`src/rtl/bitonic_cmp_pkg.sv`:
```
// bitonic_cmp_pkg: shared state encoding, width helpers and substage count for the bitonic sequencer.
package bitonic_cmp_pkg;
    typedef enum logic [1:0] {LOAD, SORT, UNLOAD} state_t;
    function automatic int idx_w(input int n);
        return $clog2(n);
    endfunction
    function automatic int cnt_w(input int n);
        return $clog2(n) + 1;
    endfunction
    function automatic int num_substages(input int n);
        return $clog2(n) * ($clog2(n) + 1) / 2;
    endfunction
endpackage

```
`src/rtl/bitonic_pair_gen.sv`:
```
// bitonic_pair_gen: walks the (k,j,pair) schedule of a bitonic sort, one pair per cycle,
// inserting a stall after each substage so its writebacks land before the next substage reads.
module bitonic_pair_gen
    import bitonic_cmp_pkg::*;
#(
    parameter int N = 8,
    parameter int CMP_LAT = 1,
    localparam int PW = idx_w(N),
    localparam int KW = cnt_w(N)
) (
    input  logic          clk,
    input  logic          rst,
    input  logic          adv,
    input  logic          asc,
    output logic          issue_valid,
    output logic [PW-1:0] i,
    output logic [PW-1:0] l,
    output logic          dir,
    output logic          substage_last,
    output logic          sort_done
);
    logic [KW-1:0] k;
    logic [PW-1:0] j, m, pe;
    logic [PW-2:0] p;
    logic [2:0]    st;
    logic          last_sub;
    // pair index p becomes i by inserting a zero at bit position log2(j)
    always_comb begin
        m = j - PW'(1);
        pe = {1'b0, p};
        i = ((pe & ~m) << 1) | (pe & m);
        l = i | j;
        dir = ((({1'b0, i} & k) == '0) == asc);
        issue_valid = adv && st == 3'd0;
        substage_last = issue_valid && &p;
        last_sub = k[KW-1] && j == PW'(1);
        sort_done = adv && st == 3'd1 && last_sub;
    end
    always_ff @(posedge clk) begin
        if (rst || !adv) begin
            k <= KW'(2);
            j <= PW'(1);
            p <= '0;
            st <= '0;
        end else if (st != 3'd0) begin
            st <= st - 3'd1;
            if (st == 3'd1) begin
                k <= (j == PW'(1)) ? k << 1 : k;
                j <= (j == PW'(1)) ? k[PW-1:0] : j >> 1;
            end
        end else begin
            p <= p + 1'b1;
            st <= &p ? 3'(CMP_LAT) : 3'd0;
        end
    end
endmodule

```
`src/rtl/bitonic_cmp_sequencer.sv`:
```
// bitonic_cmp_sequencer: loads N words, bitonic-sorts them through one external compare-exchange unit, streams them out.
// Optional sort-length counter output sort_cycles under BITONIC_CMP_SEQUENCER_PERF_EN.
module bitonic_cmp_sequencer
    import bitonic_cmp_pkg::*;
#(
    parameter int W = 16,
    parameter int N = 8,
    parameter int CMP_LAT = 1,
    localparam int PW = idx_w(N)
) (
    input  logic           clk,
    input  logic           rst,
    input  logic           ascending,
    input  logic           in_valid,
    output logic           in_ready,
    input  logic [W-1:0]   in_data,
    output logic           out_valid,
    input  logic           out_ready,
    output logic [W-1:0]   out_data,
    output logic           out_last,
    output logic           busy,
    output logic           cmp_dir,
    output logic [2*W-1:0] cmp_in,
    input  logic [2*W-1:0] cmp_out
`ifdef BITONIC_CMP_SEQUENCER_PERF_EN
    ,
    output logic [15:0]    sort_cycles
`endif
);
    localparam logic [PW-1:0] LAST = PW'(N - 1);
    localparam logic [PW-1:0] LAST2 = PW'(N - 2);
    state_t        state;
    logic [W-1:0]  mem [N];
    logic [PW-1:0] wr_ptr, rd_ptr, gi, gl, wb_i, wb_l;
    logic [PW-1:0] ti [CMP_LAT+1];
    logic [PW-1:0] tl [CMP_LAT+1];
    logic          tv [CMP_LAT+1];
    logic [W-1:0]  a_i, a_l;
    logic          asc_q, issue, gdir, done, sub_last_unused, wb_v, ld;
    bitonic_pair_gen #(.N(N), .CMP_LAT(CMP_LAT)) u_gen (
        .clk           (clk),
        .rst           (rst),
        .adv           (state == SORT),
        .asc           (asc_q),
        .issue_valid   (issue),
        .i             (gi),
        .l             (gl),
        .dir           (gdir),
        .substage_last (sub_last_unused),
        .sort_done     (done)
    );
    // the first read of a substage shares its edge with the previous substage's final writeback, so forward it
    always_comb begin
        wb_v = tv[CMP_LAT];
        wb_i = ti[CMP_LAT];
        wb_l = tl[CMP_LAT];
        ld = in_valid && in_ready;
        a_i = (wb_v && gi == wb_i) ? cmp_out[W-1:0] : (wb_v && gi == wb_l) ? cmp_out[2*W-1:W] : mem[gi];
        a_l = (wb_v && gl == wb_i) ? cmp_out[W-1:0] : (wb_v && gl == wb_l) ? cmp_out[2*W-1:W] : mem[gl];
        out_data = mem[rd_ptr];
    end
    always_ff @(posedge clk) begin
        if (ld) mem[wr_ptr] <= in_data;
        if (wb_v) begin
            mem[wb_i] <= cmp_out[W-1:0];
            mem[wb_l] <= cmp_out[2*W-1:W];
        end
    end
    always_ff @(posedge clk) begin
        if (rst) begin
            state <= LOAD;
            in_ready <= 1'b1;
            out_valid <= 1'b0;
            out_last <= 1'b0;
            busy <= 1'b0;
            cmp_dir <= 1'b0;
            cmp_in <= '0;
            wr_ptr <= '0;
            rd_ptr <= '0;
            asc_q <= 1'b0;
            for (int s = 0; s <= CMP_LAT; s++) begin
                tv[s] <= 1'b0;
                ti[s] <= '0;
                tl[s] <= '0;
            end
        end else begin
            tv[0] <= issue;
            ti[0] <= gi;
            tl[0] <= gl;
            for (int s = 1; s <= CMP_LAT; s++) begin
                tv[s] <= tv[s-1];
                ti[s] <= ti[s-1];
                tl[s] <= tl[s-1];
            end
            if (issue) begin
                cmp_in <= {a_l, a_i};
                cmp_dir <= gdir;
            end
            case (state)
                LOAD: if (ld) begin
                    wr_ptr <= wr_ptr + 1'b1;
                    if (wr_ptr == '0) asc_q <= ascending;
                    if (wr_ptr == LAST) begin
                        in_ready <= 1'b0;
                        busy <= 1'b1;
                        state <= SORT;
                    end
                end
                SORT: if (done) begin
                    state <= UNLOAD;
                    out_valid <= 1'b1;
                    out_last <= 1'b0;
                end
                UNLOAD: if (out_ready) begin
                    rd_ptr <= rd_ptr + 1'b1;
                    out_last <= rd_ptr == LAST2;
                    if (rd_ptr == LAST) begin
                        state <= LOAD;
                        out_valid <= 1'b0;
                        out_last <= 1'b0;
                        busy <= 1'b0;
                        in_ready <= 1'b1;
                    end
                end
                default: state <= LOAD;
            endcase
        end
    end
`ifdef BITONIC_CMP_SEQUENCER_PERF_EN
    logic [15:0] cyc, cyc_nxt;
    assign cyc_nxt = &cyc ? cyc : cyc + 1'b1;
    always_ff @(posedge clk) begin
        if (rst) begin
            cyc <= '0;
            sort_cycles <= '0;
        end else if (state == SORT) begin
            cyc <= done ? '0 : cyc_nxt;
            if (done) sort_cycles <= cyc_nxt;
        end
    end
`endif
endmodule

```
`config.mk`:
```
export PLATFORM = sky130hd
export DESIGN_NAME = bitonic_cmp_sequencer
export DESIGN_NICKNAME = d
export VERILOG_FILES = /design/src/rtl/bitonic_cmp_pkg.sv /design/src/rtl/bitonic_pair_gen.sv /design/src/rtl/bitonic_cmp_sequencer.sv
export SDC_FILE = /design/constraint.sdc
export NUM_CORES = 1
export LEC_CHECK = 0
export CORE_UTILIZATION = 30
export CTS_BUF_LIST = sky130_fd_sc_hd__clkbuf_2
export DETAILED_ROUTE_END_ITERATION = 10
export MAX_ROUTING_LAYER = met4
export SLEW_MARGIN = 0
export SYNTH_ARGS = -nofsm -noshare
export SYNTH_HDL_FRONTEND = slang
export SYNTH_SLANG_ARGS = --single-unit
export TNS_END_PERCENT = 50
```
`constraint.sdc`:
```
create_clock -name clk -period 4.2 [get_ports clk]
set_input_delay 0.84 -clock clk [delete_from_list [all_inputs] [get_ports clk]]
set_output_delay 0.84 -clock clk [all_outputs]
set_load 0.01 [all_outputs]
```
==> flow_summary_export.csv, run 1 <==
group,metric,value,unit
finish,area_growth,15.1,%
synth,synthCells,1578,
synth,synth_compound_area_frac,0.226,
synth,synth_cell_types,53,
synth,syn_area,14100,µm²
global_route,grt_overflow_total,0,
synth,synth_fa_ha_area_frac,0.00978,
clock_tree,clock-sinks,202,
timing,tightest_slew,1.17,ns
synth,synth_seq_area_share,0.378,
power_and_ir_drop,p_sw,1.24,mW
timing,rsz0062_at_grt,"no",
clock_tree,clk_path_buf_depth,3,
synth,synth_area_leaders,"edfxtp_1, dfxtp_1, mux4_2",
clock_tree,cts_buffers,56,
setup_path,timing.rr.start,"u_gen.j[0]",
route,vias,13700,
timing,fin_skew,0.0978,ns
global_route,antenna_found_initial,2,
setup_path,worstPathRequired,3.36,ns
setup_path,start_kind,"register",
synth,synth-main-ff-cell,"edfxtp_1",
clock_tree,ctsHtreeMaxLevel,2,
synth,yosysTopAreaCellShare,0.273,
synth,synth_seq_cells,202,
synth,synth-edff-count,128,
die,start_util,0.303,
route,vias_per_cell,5.99,
timing,slew_headroom,0.222,
placement,gp_congestion,0.977,
synth,yosys_warnings,0,
synth,synth_top_area_cell,"edfxtp_1",
clock_tree,cts_setup_buffers,0,
global_route,track_usage,0.254,
route,wl,59.5,mm
die,fp.coreArea,46500,µm²
die,io_pins,106,
route,drtIter0Drc,1728,
power_and_ir_drop,p_leak,5.51,nW
synth,synth-async-reset-ratio,0,
power_and_ir_drop,power.total,4.12,mW
finish,drive_above_1_share,0.140,
timing,slew_violations,0,
timing,setup_viol,0,
die,dieArea,47800,µm²
synth,synth_commonest_cells,"nor2_1, a21oi_1, clkbuf_1",
setup_path,path_max_fanout,32,
timing,finalCritPeriodShare,0.935,
clock_tree,clk_pin_slew,0.11,ns
power_and_ir_drop,p_comb_frac,0.099,
route,drc,0,
power_and_ir_drop,power_frac_clock,0.372,
clock_tree,root_buffer,"clkbuf_2",
route,first_pass_iters,7,
timing,fmax,0.255,GHz
timing,final_hold_viol_count,0,
clock_tree,clock_latency,1.00,ns
placement,place_ws,1.09,ns
global_route,grt_max_degree,50,
synth,synth-simple-area-share,0.182,
synth,synth_xor_area_frac,0.00560,
hold_path,whs_path_depth,2,
synth,synth_top_family_by_area,"compound AO/OA/AOI/OAI gates",
timing,tns,0,ns
clock_tree,cts-resized-gates,0,
power_and_ir_drop,netSwitchingFraction,0.300,
setup_path,r2r-end,"cmp_in[25]",
synth,post-synth-top-count-cell,"nor2_1",
placement,port_buffers,105,
synth,synth_nets,1642,
placement,dp_hpwl,40.9,mm
power_and_ir_drop,irDropWorstVdd,0.000134,V
power_and_ir_drop,seqPwrFrac,0.529,
power_and_ir_drop,p_int,2.88,mW
finish,layout.nets,1690,
setup_path,crit_path_end_kind,"output port",
die,die_h,219,µm
setup_path,reg2reg_slack,1.00,ns
timing,layout_min_cycle_time,3.93,ns
hold_path,hp-class,"in2reg",
finish,utilization,0.349,
route,ant_nets,0,
clock_tree,cts_hold_buf,0,
outcome,outcome,"complete, no violations",
global_route,grt_pass1_wl,86.8,mm
hold_path,hold_start,"rst",
finish,layoutNonFillerInstCount,2281,
clock_tree,cts_tree,"built",
setup_path,r2r_cells,7,
power_and_ir_drop,p_per_area,254,nW/µm²
synth,synth_area_per_cell,8.92,µm²
global_route,grt_pass1_vias,13000,
route,wl_per_cell,26.1,µm
timing,setup_ws,0.273,ns
placement,placed_cells,2175,
setup_path,path_class,"reg2out",
synth,synthMuxAreaShare,0.140,
die,die_w,219,µm
setup_path,cp.arrival,3.09,ns
flow_run,cap_violations,0,
hold_path,hold_end,"out_last",
die,rows,79,
## worst max-delay path by stage
stage | to | cells after the start
2_1_floorplan | cmp_in[21] | 11
3_3_place_gp | out_data[7] | 4
3_5_place_dp | out_data[7] | 4
4_1_cts | out_data[7] | 4
5_1_grt | out_data[7] | 4
6_report | out_data[5] | 4
## worst max-delay path: stages (launching register included)
cell and delay (ns):
dfxtp_2 0.33, buf_6 0.37, mux4_2 0.56, mux2_2 0.33
clkdlybuf4s50_1 0.50
## metrics by stage
step	instance area (µm²)	hold slack [ns]
floorplan	14100	0.414
global placement	15700	0.419
detailed placement	15700	0.420
CTS	16200	0.336
global route	16200	0.428
finish	16200	0.419
## placed cells by master (no fill, tap or decap), types with 50 or more instances in the layout
cell type / Yosys / layout
buf_4: 5 / 59
o21ai_0: 90 / 88
a21oi_1: 156 / 155
clkdlybuf4s50_1: 0 / 104
mux2i_1: 72 / 72
nor2_1: 206 / 206
edfxtp_1: 128 / 128
nand2_1: 131 / 131
o211ai_1: 50 / 50
clkbuf_2: 0 / 89
dfxtp_1: 74 / 70
## state kept, by name (all words and copies together) (netlist names), 2 cells and up, named ones only
| register | count |
|---|---|
| mem | 128 |
| cmp_in | 32 |
| ti | 6 |
| tl | 6 |
| rd_ptr | 3 |
| u_gen.j | 3 |
| u_gen.k | 3 |
| u_gen.st | 3 |
| wr_ptr | 3 |
| state | 2 |
| tv | 2 |
| u_gen.p | 2 |
## cell families (layout without fill, tap and decap cells)
group           after synthesis  count (layout)
compound gates              486             486
xor+xnor                      9               9
fa+ha+maj                    11              11
buf+inv                     200             294
flops                       202             202
mux                         137             137
other cells                   0               2
simple gates                533             533
## routing by layer
layer | track usage | wire length (µm)
met4 | 0.112 | 2700
met5 | - | 0
met3 | 0.0409 | 5410
met2 | 0.405 | 27900
met1 | 0.315 | 23400
## power by group through the flow
stage / sequential [mW] / clock, mW / combinational [mW]
6_report: 2.18 / 1.53 / 0.410
2_1_floorplan: 2.20 / 0 / 0.215
3_5_place_dp: 2.22 / 0 / 0.401
3_3_place_gp: 2.22 / 0 / 0.394
4_1_cts: 2.18 / 1.55 / 0.403
5_1_grt: 2.18 / 1.64 / 0.434
## cell type report
cell class              instances  area, µm²
fillers                      4779      30300
diodes                          2       5.00
well taps                     607        759
flip-flops and latches        202       5330
inverters                      25       93.8
multi-input cells            1176       7990
repair buffers                165       1500
clock inverters                15       73.8
clock buffers                  89        445
Power figures use the tool's default switching activity.
==> inputs of run 2 (changes only) <==
--- a/constraint.sdc
+++ b/constraint.sdc
@@ -3,2 +3,2 @@
 set_output_delay 0.84 -clock clk [all_outputs]
-set_load 0.01 [all_outputs]
+set_load 0.02 [all_outputs]
==> run 2 against run 1 <==
Effect of this change:
- clock-buffer cell count is 4 lower
- clock power hardly changed
- combinational power is 1% higher
- register-to-register slack better by 0.16 ns
- sequential power hardly changed
- critical path type unchanged
- core utilization hardly changed
- highest routed layer unchanged
- hold slack worse by 0.043 ns
==> flow_summary_export.csv, run 2 (same netlist as run 1, synthesis figures left out) <==
group,metric,value,unit
placement,dp_hpwl,40.9,mm
power_and_ir_drop,seqPwrFrac,0.532,
global_route,grt_pass1_wl,85.2,mm
setup_path,cp.arrival,3.15,ns
clock_tree,clock-sinks,202,
clock_tree,cts_setup_buffers,0,
timing,final_hold_viol_count,0,
setup_path,cpPeakStageDelay,0.56,ns
clock_tree,clock_latency,0.98,ns
setup_path,path_max_fanout,11,
flow_run,cap_violations,0,
route,wl_met3,4.63,mm
finish,mostFrequentLayoutCells,"nor2_1, a21oi_1, nand2_1",
power_and_ir_drop,p_leak,5.49,nW
global_route,antenna_found_initial,1,
hold_path,hp-class,"in2reg",
setup_path,path_class,"reg2out",
setup_path,reg2reg_slack,1.16,ns
power_and_ir_drop,p_sw,1.23,mW
global_route,grt_overflow_total,0,
route,vias_per_cell,5.99,
placement,place_ws,1.03,ns
timing,tns,0,ns
power_and_ir_drop,p_comb_frac,0.102,
route,wl_met1,23.3,mm
power_and_ir_drop,irDropWorstVdd,0.000130,V
route,first_pass_iters,6,
clock_tree,cts_hold_buf,0,
finish,fillerInstances,4740,
die,die_h,219,µm
finish,layoutNonFillerInstCount,2277,
setup_path,worstPathRequired,3.36,ns
finish,mostFrequentLayoutCell,"nor2_1",
global_route,grt_max_degree,86,
finish,drive_above_1_share,0.137,
power_and_ir_drop,p_int,2.86,mW
timing,fin_skew,0.0974,ns
clock_tree,clk_pin_slew,0.12,ns
die,die_w,219,µm
finish,utilization,0.348,
route,wl,58.7,mm
timing,finalCritPeriodShare,0.951,
timing,setup_ws,0.207,ns
setup_path,cpMaxStageDelayCell,"clkdlybuf4s50_1",
outcome,outcome,"complete, no violations",
die,start_util,0.303,
global_route,grt_pass1_vias,13000,
finish,reg_top3,"mem x128, cmp_in x32",
die,rows,79,
timing,setup_viol,0,
power_and_ir_drop,netSwitchingFraction,0.301,
power_and_ir_drop,power_frac_clock,0.366,
global_route,track_usage,0.249,
die,fp.coreArea,46500,µm²
timing,slew_violations,0,
route,met2RoutedLength,27.7,mm
timing,fmax,0.250,GHz
die,io_pins,106,
route,wl_per_cell,25.8,µm
finish,area_growth,14.9,%
power_and_ir_drop,p_per_area,253,nW/µm²
route,drc,0,
clock_tree,root_buffer,"clkbuf_2",
setup_path,start_kind,"register",
finish,largest_register,"mem",
clock_tree,cts_tree,"built",
clock_tree,clk_path_buf_depth,3,
setup_path,crit_path_end_kind,"output port",
placement,placed_cells,2173,
timing,tightest_slew,1.03,ns
route,ant_nets,0,
setup_path,path_cells,"buf_4 -> mux4_2 -> mux2_2 -> clkdlybuf4s50_1",
placement,gp_congestion,0.973,
placement,port_buffers,105,
finish,layout.nets,1687,
timing,slew_headroom,0.314,
clock_tree,cts_buffers,55,
route,drtIter0Drc,1750,
die,dieArea,47800,µm²
clock_tree,ctsHtreeMaxLevel,2,
finish,largest_register_ffs,128,
timing,layout_min_cycle_time,3.99,ns
route,top_layer,"met4",
timing,rsz0062_at_grt,"no",
route,vias,13600,
[run 2: changes by cell type in the layout (fill, tap and decap cells not counted)]
cell      change
buf_4         -3
clkinv_1      +3
diode_2       -1
clkinv_4      -1
clkbuf_2      -4
buf_12        +1
inv_2         +1
dfxtp_4       +1
dfxtp_2       -1
[run 2: cell type report]
cell class	instances	area, µm²	share of cell area
Sequential cell	202	5340	0.330
Antenna cell	1	2.50	0.000155
Clock inverter	18	80.1	0.00495
Tap cell	607	759	0.0469
Timing Repair Buffer	163	1500	0.0925
Multi-Input combinational cell	1176	7990	0.494
Clock buffer	85	425	0.0263
Inverter	25	93.8	0.00580
[run 2: worst max-delay path: cells and delay by family, from the launching register on]
family,cells,cell delay (ns)
buffers and inverters,2,0.84
muxes,2,0.83
DFF,1,0.51
[run 2: timing repair]
| item | CTS | global route |
|---|---|---|
| resized for setup | 1 | 1 |
| hold endpoints to repair | 0 | 0 |
| setup endpoints to repair | 7 | 1 |
| pin swaps | 0 | 0 |
[run 2: layer usage]
layer,track usage,vias up
met2,0.398,759
met5,-,-
met1,0.304,6690
met4,0.124,0
li1,-,6004
met3,0.0392,193
[run 2: metrics by stage]
step                      total power, mW  cell area (µm²)  hold WS [ns]
final                                4.09            16200         0.376
after floorplan                      2.43            14100         0.414
after global placement               2.63            15700         0.417
after CTS                            4.12            16200         0.307
after detailed placement             2.63            15700         0.424
after global routing                 4.25            16200         0.316
[run 2: worst paths after layout]
path,cells past startpoint,end,start
setup / recovery,4,out_data[2],register
hold / removal,2,out_last,rst
hold reg to reg,1,tl[0][5],tl[0][2]
setup reg to reg,6,cmp_in[0],u_gen.p[0]
[run 2: power groups by stage]
stage | Sequential [mW] | Clock [mW] | Combinational, mW
2_1_floorplan | 2.20 | 0 | 0.225
3_3_place_gp | 2.22 | 0 | 0.404
3_5_place_dp | 2.22 | 0 | 0.410
4_1_cts | 2.18 | 1.53 | 0.412
5_1_grt | 2.18 | 1.62 | 0.441
6_report | 2.18 | 1.50 | 0.416
==> inputs of run 3 (changes only) <==
- GPL_ROUTABILITY_DRIVEN: default -> 0
==> run 3 against run 2 <==
Effect of this change:
- clock skew rose by 0.0011 ns
- core utilization barely moved
- critical path depth did not move
- non-clock buffer count rose by 2
- maximum frequency fell by 2.1%
- final area barely moved
- die area did not move
- combinational power barely moved
- sequential share of layout area barely moved
- setup slack got worse by 0.086 ns
==> flow_summary_export.csv, run 3 (same netlist as run 1, synthesis figures left out) <==
group,metric,value,unit
outcome,outcome,"complete, no violations",
timing,rsz0062_at_grt,"no",
hold_path,hold_start,"tv[0][0]",
setup_path,worstPathRequired,3.36,ns
route,vias,13700,
global_route,grt_pass1_vias,13100,
finish,antenna_cells,0,
setup_path,path_delay_family,"buffers and inverters",
global_route,antenna_found_initial,0,
finish,layoutNonFillerInstCount,2275,
timing,final_hold_viol_count,0,
finish,largest_register_ffs,128,
timing,fin_skew,0.0985,ns
finish,layout.nets,1689,
clock_tree,root_buffer,"clkbuf_2",
global_route,grt_max_degree,61,
clock_tree,clk_pin_slew,0.12,ns
clock_tree,clock-sinks,202,
power_and_ir_drop,p_per_area,255,nW/µm²
placement,port_buffers,105,
finish,mostFrequentLayoutCells,"nor2_1, a21oi_1, nand2_1",
setup_path,path_max_fanout,15,
hold_path,hp-class,"reg2reg",
clock_tree,clock_latency,0.98,ns
route,drc,0,
power_and_ir_drop,irDropWorstVdd,0.000150,V
placement,dp_hpwl,39.4,mm
die,die_w,219,µm
timing,slew_violations,0,
timing,tightest_slew,1.15,ns
setup_path,cp_num_buf_inv,2,
die,dieArea,47800,µm²
placement,placed_cells,2175,
global_route,grt_overflow_total,0,
timing,slew_headroom,0.233,
die,die_h,219,µm
die,rows,79,
flow_run,cap_violations,0,
setup_path,start_kind,"register",
setup_path,cpPeakStageDelay,0.57,ns
setup_path,cpMaxStageDelayCell,"dfxtp_4",
clock_tree,clk_path_buf_depth,3,
route,wl_per_cell,25.0,µm
route,first_pass_iters,8,
timing,layout_min_cycle_time,4.08,ns
setup_path,path_cells,"buf_4 -> mux4_2 -> mux2_2 -> clkdlybuf4s50_1",
setup_path,crit_path_end_kind,"output port",
global_route,track_usage,0.241,
clock_tree,cts_tree,"built",
die,io_pins,106,
setup_path,cp.arrival,3.24,ns
timing,tns,0,ns
timing,setup_viol,0,
die,start_util,0.303,
timing,setup_ws,0.122,ns
route,vias_per_cell,6.03,
die,fp.coreArea,46500,µm²
setup_path,path_class,"reg2out",
power_and_ir_drop,p_leak,5.51,nW
route,drtIter0Drc,1665,
finish,reg_top3,"mem x128, cmp_in x32",
finish,largest_register,"mem",
clock_tree,cts_buffers,55,
clock_tree,cts_hold_buf,0,
clock_tree,cts_setup_buffers,0,
timing,fmax,0.245,GHz
finish,mostFrequentLayoutCell,"nor2_1",
finish,drive_above_1_share,0.137,
route,wl,56.9,mm
route,ant_nets,0,
placement,place_ws,0.906,ns
power_and_ir_drop,power.total,4.14,mW
timing,finalCritPeriodShare,0.971,
clock_tree,ctsHtreeMaxLevel,2,
setup_path,timing.rr.start,"u_gen.j[1]",
finish,area_growth,15.0,%
global_route,grt_pass1_wl,83.7,mm
run 3: cell types whose count changed in the layout (fill, tap and decap cells not counted):
| cell | previous run | this run |
|---|---|---|
| buf_12 | 1 | 0 |
| clkbuf_2 | 85 | 88 |
| diode_2 | 1 | 0 |
| buf_4 | 56 | 60 |
| clkinv_2 | 4 | 1 |
| clkinvlp_4 | 2 | 0 |
| buf_6 | 1 | 0 |
| clkinv_1 | 11 | 9 |
| bufinv_16 | 0 | 1 |
run 3: path summary, 6_finish.rpt:
| kind | cells past startpoint | slack (ns) | to |
|---|---|---|---|
| max | 4 | 0.12 | out_data[10] |
| min | 1 | 0.43 | tv[0][1] |
| max reg2reg | 8 | 0.94 | cmp_in[1] |
| min reg2reg | 1 | 0.43 | tv[0][1] |
run 3: power by group:
part           internal [mW]  total [mW]  switching, mW
Clock                  0.610        1.54          0.935
Sequential              2.14        2.18         0.0340
Combinational          0.174       0.414          0.240
Total                   2.93        4.14           1.21
run 3: layer usage:
layer | global-route usage | share of wire | up-vias
met5 | - | 0 | -
met3 | 0.0431 | 0.098 | 215
met1 | 0.293 | 0.38 | 6647
met4 | 0.120 | 0.052 | 0
met2 | 0.384 | 0.47 | 850
li1 | - | - | 6004
run 3: layout make-up:
type / count / area, µm²
fillers: 4749 / 30300
well taps: 607 / 759
clock inverters: 12 / 72.6
clock buffers: 88 / 440
inverters: 25 / 93.8
multi-input cells: 1176 / 7990
flip-flops and latches: 202 / 5340
repair buffers: 165 / 1500
run 3: repair_timing:
action	4_1_cts	5_1_grt
endpoints found under the hold margin	0	0
endpoints found under the setup margin	10	0
gates resized for setup	1	0
run 3: per-stage QoR:
step / area [µm²] / hold slack (ns) / utilization
2_1_floorplan: 14100 / 0.414 / -
3_3_place_gp: 15700 / 0.420 / 0.337
3_5_place_dp: 15700 / 0.422 / 0.337
4_1_cts: 16200 / 0.434 / 0.348
5_1_grt: 16200 / 0.456 / 0.348
6_report: 16200 / 0.426 / 0.348
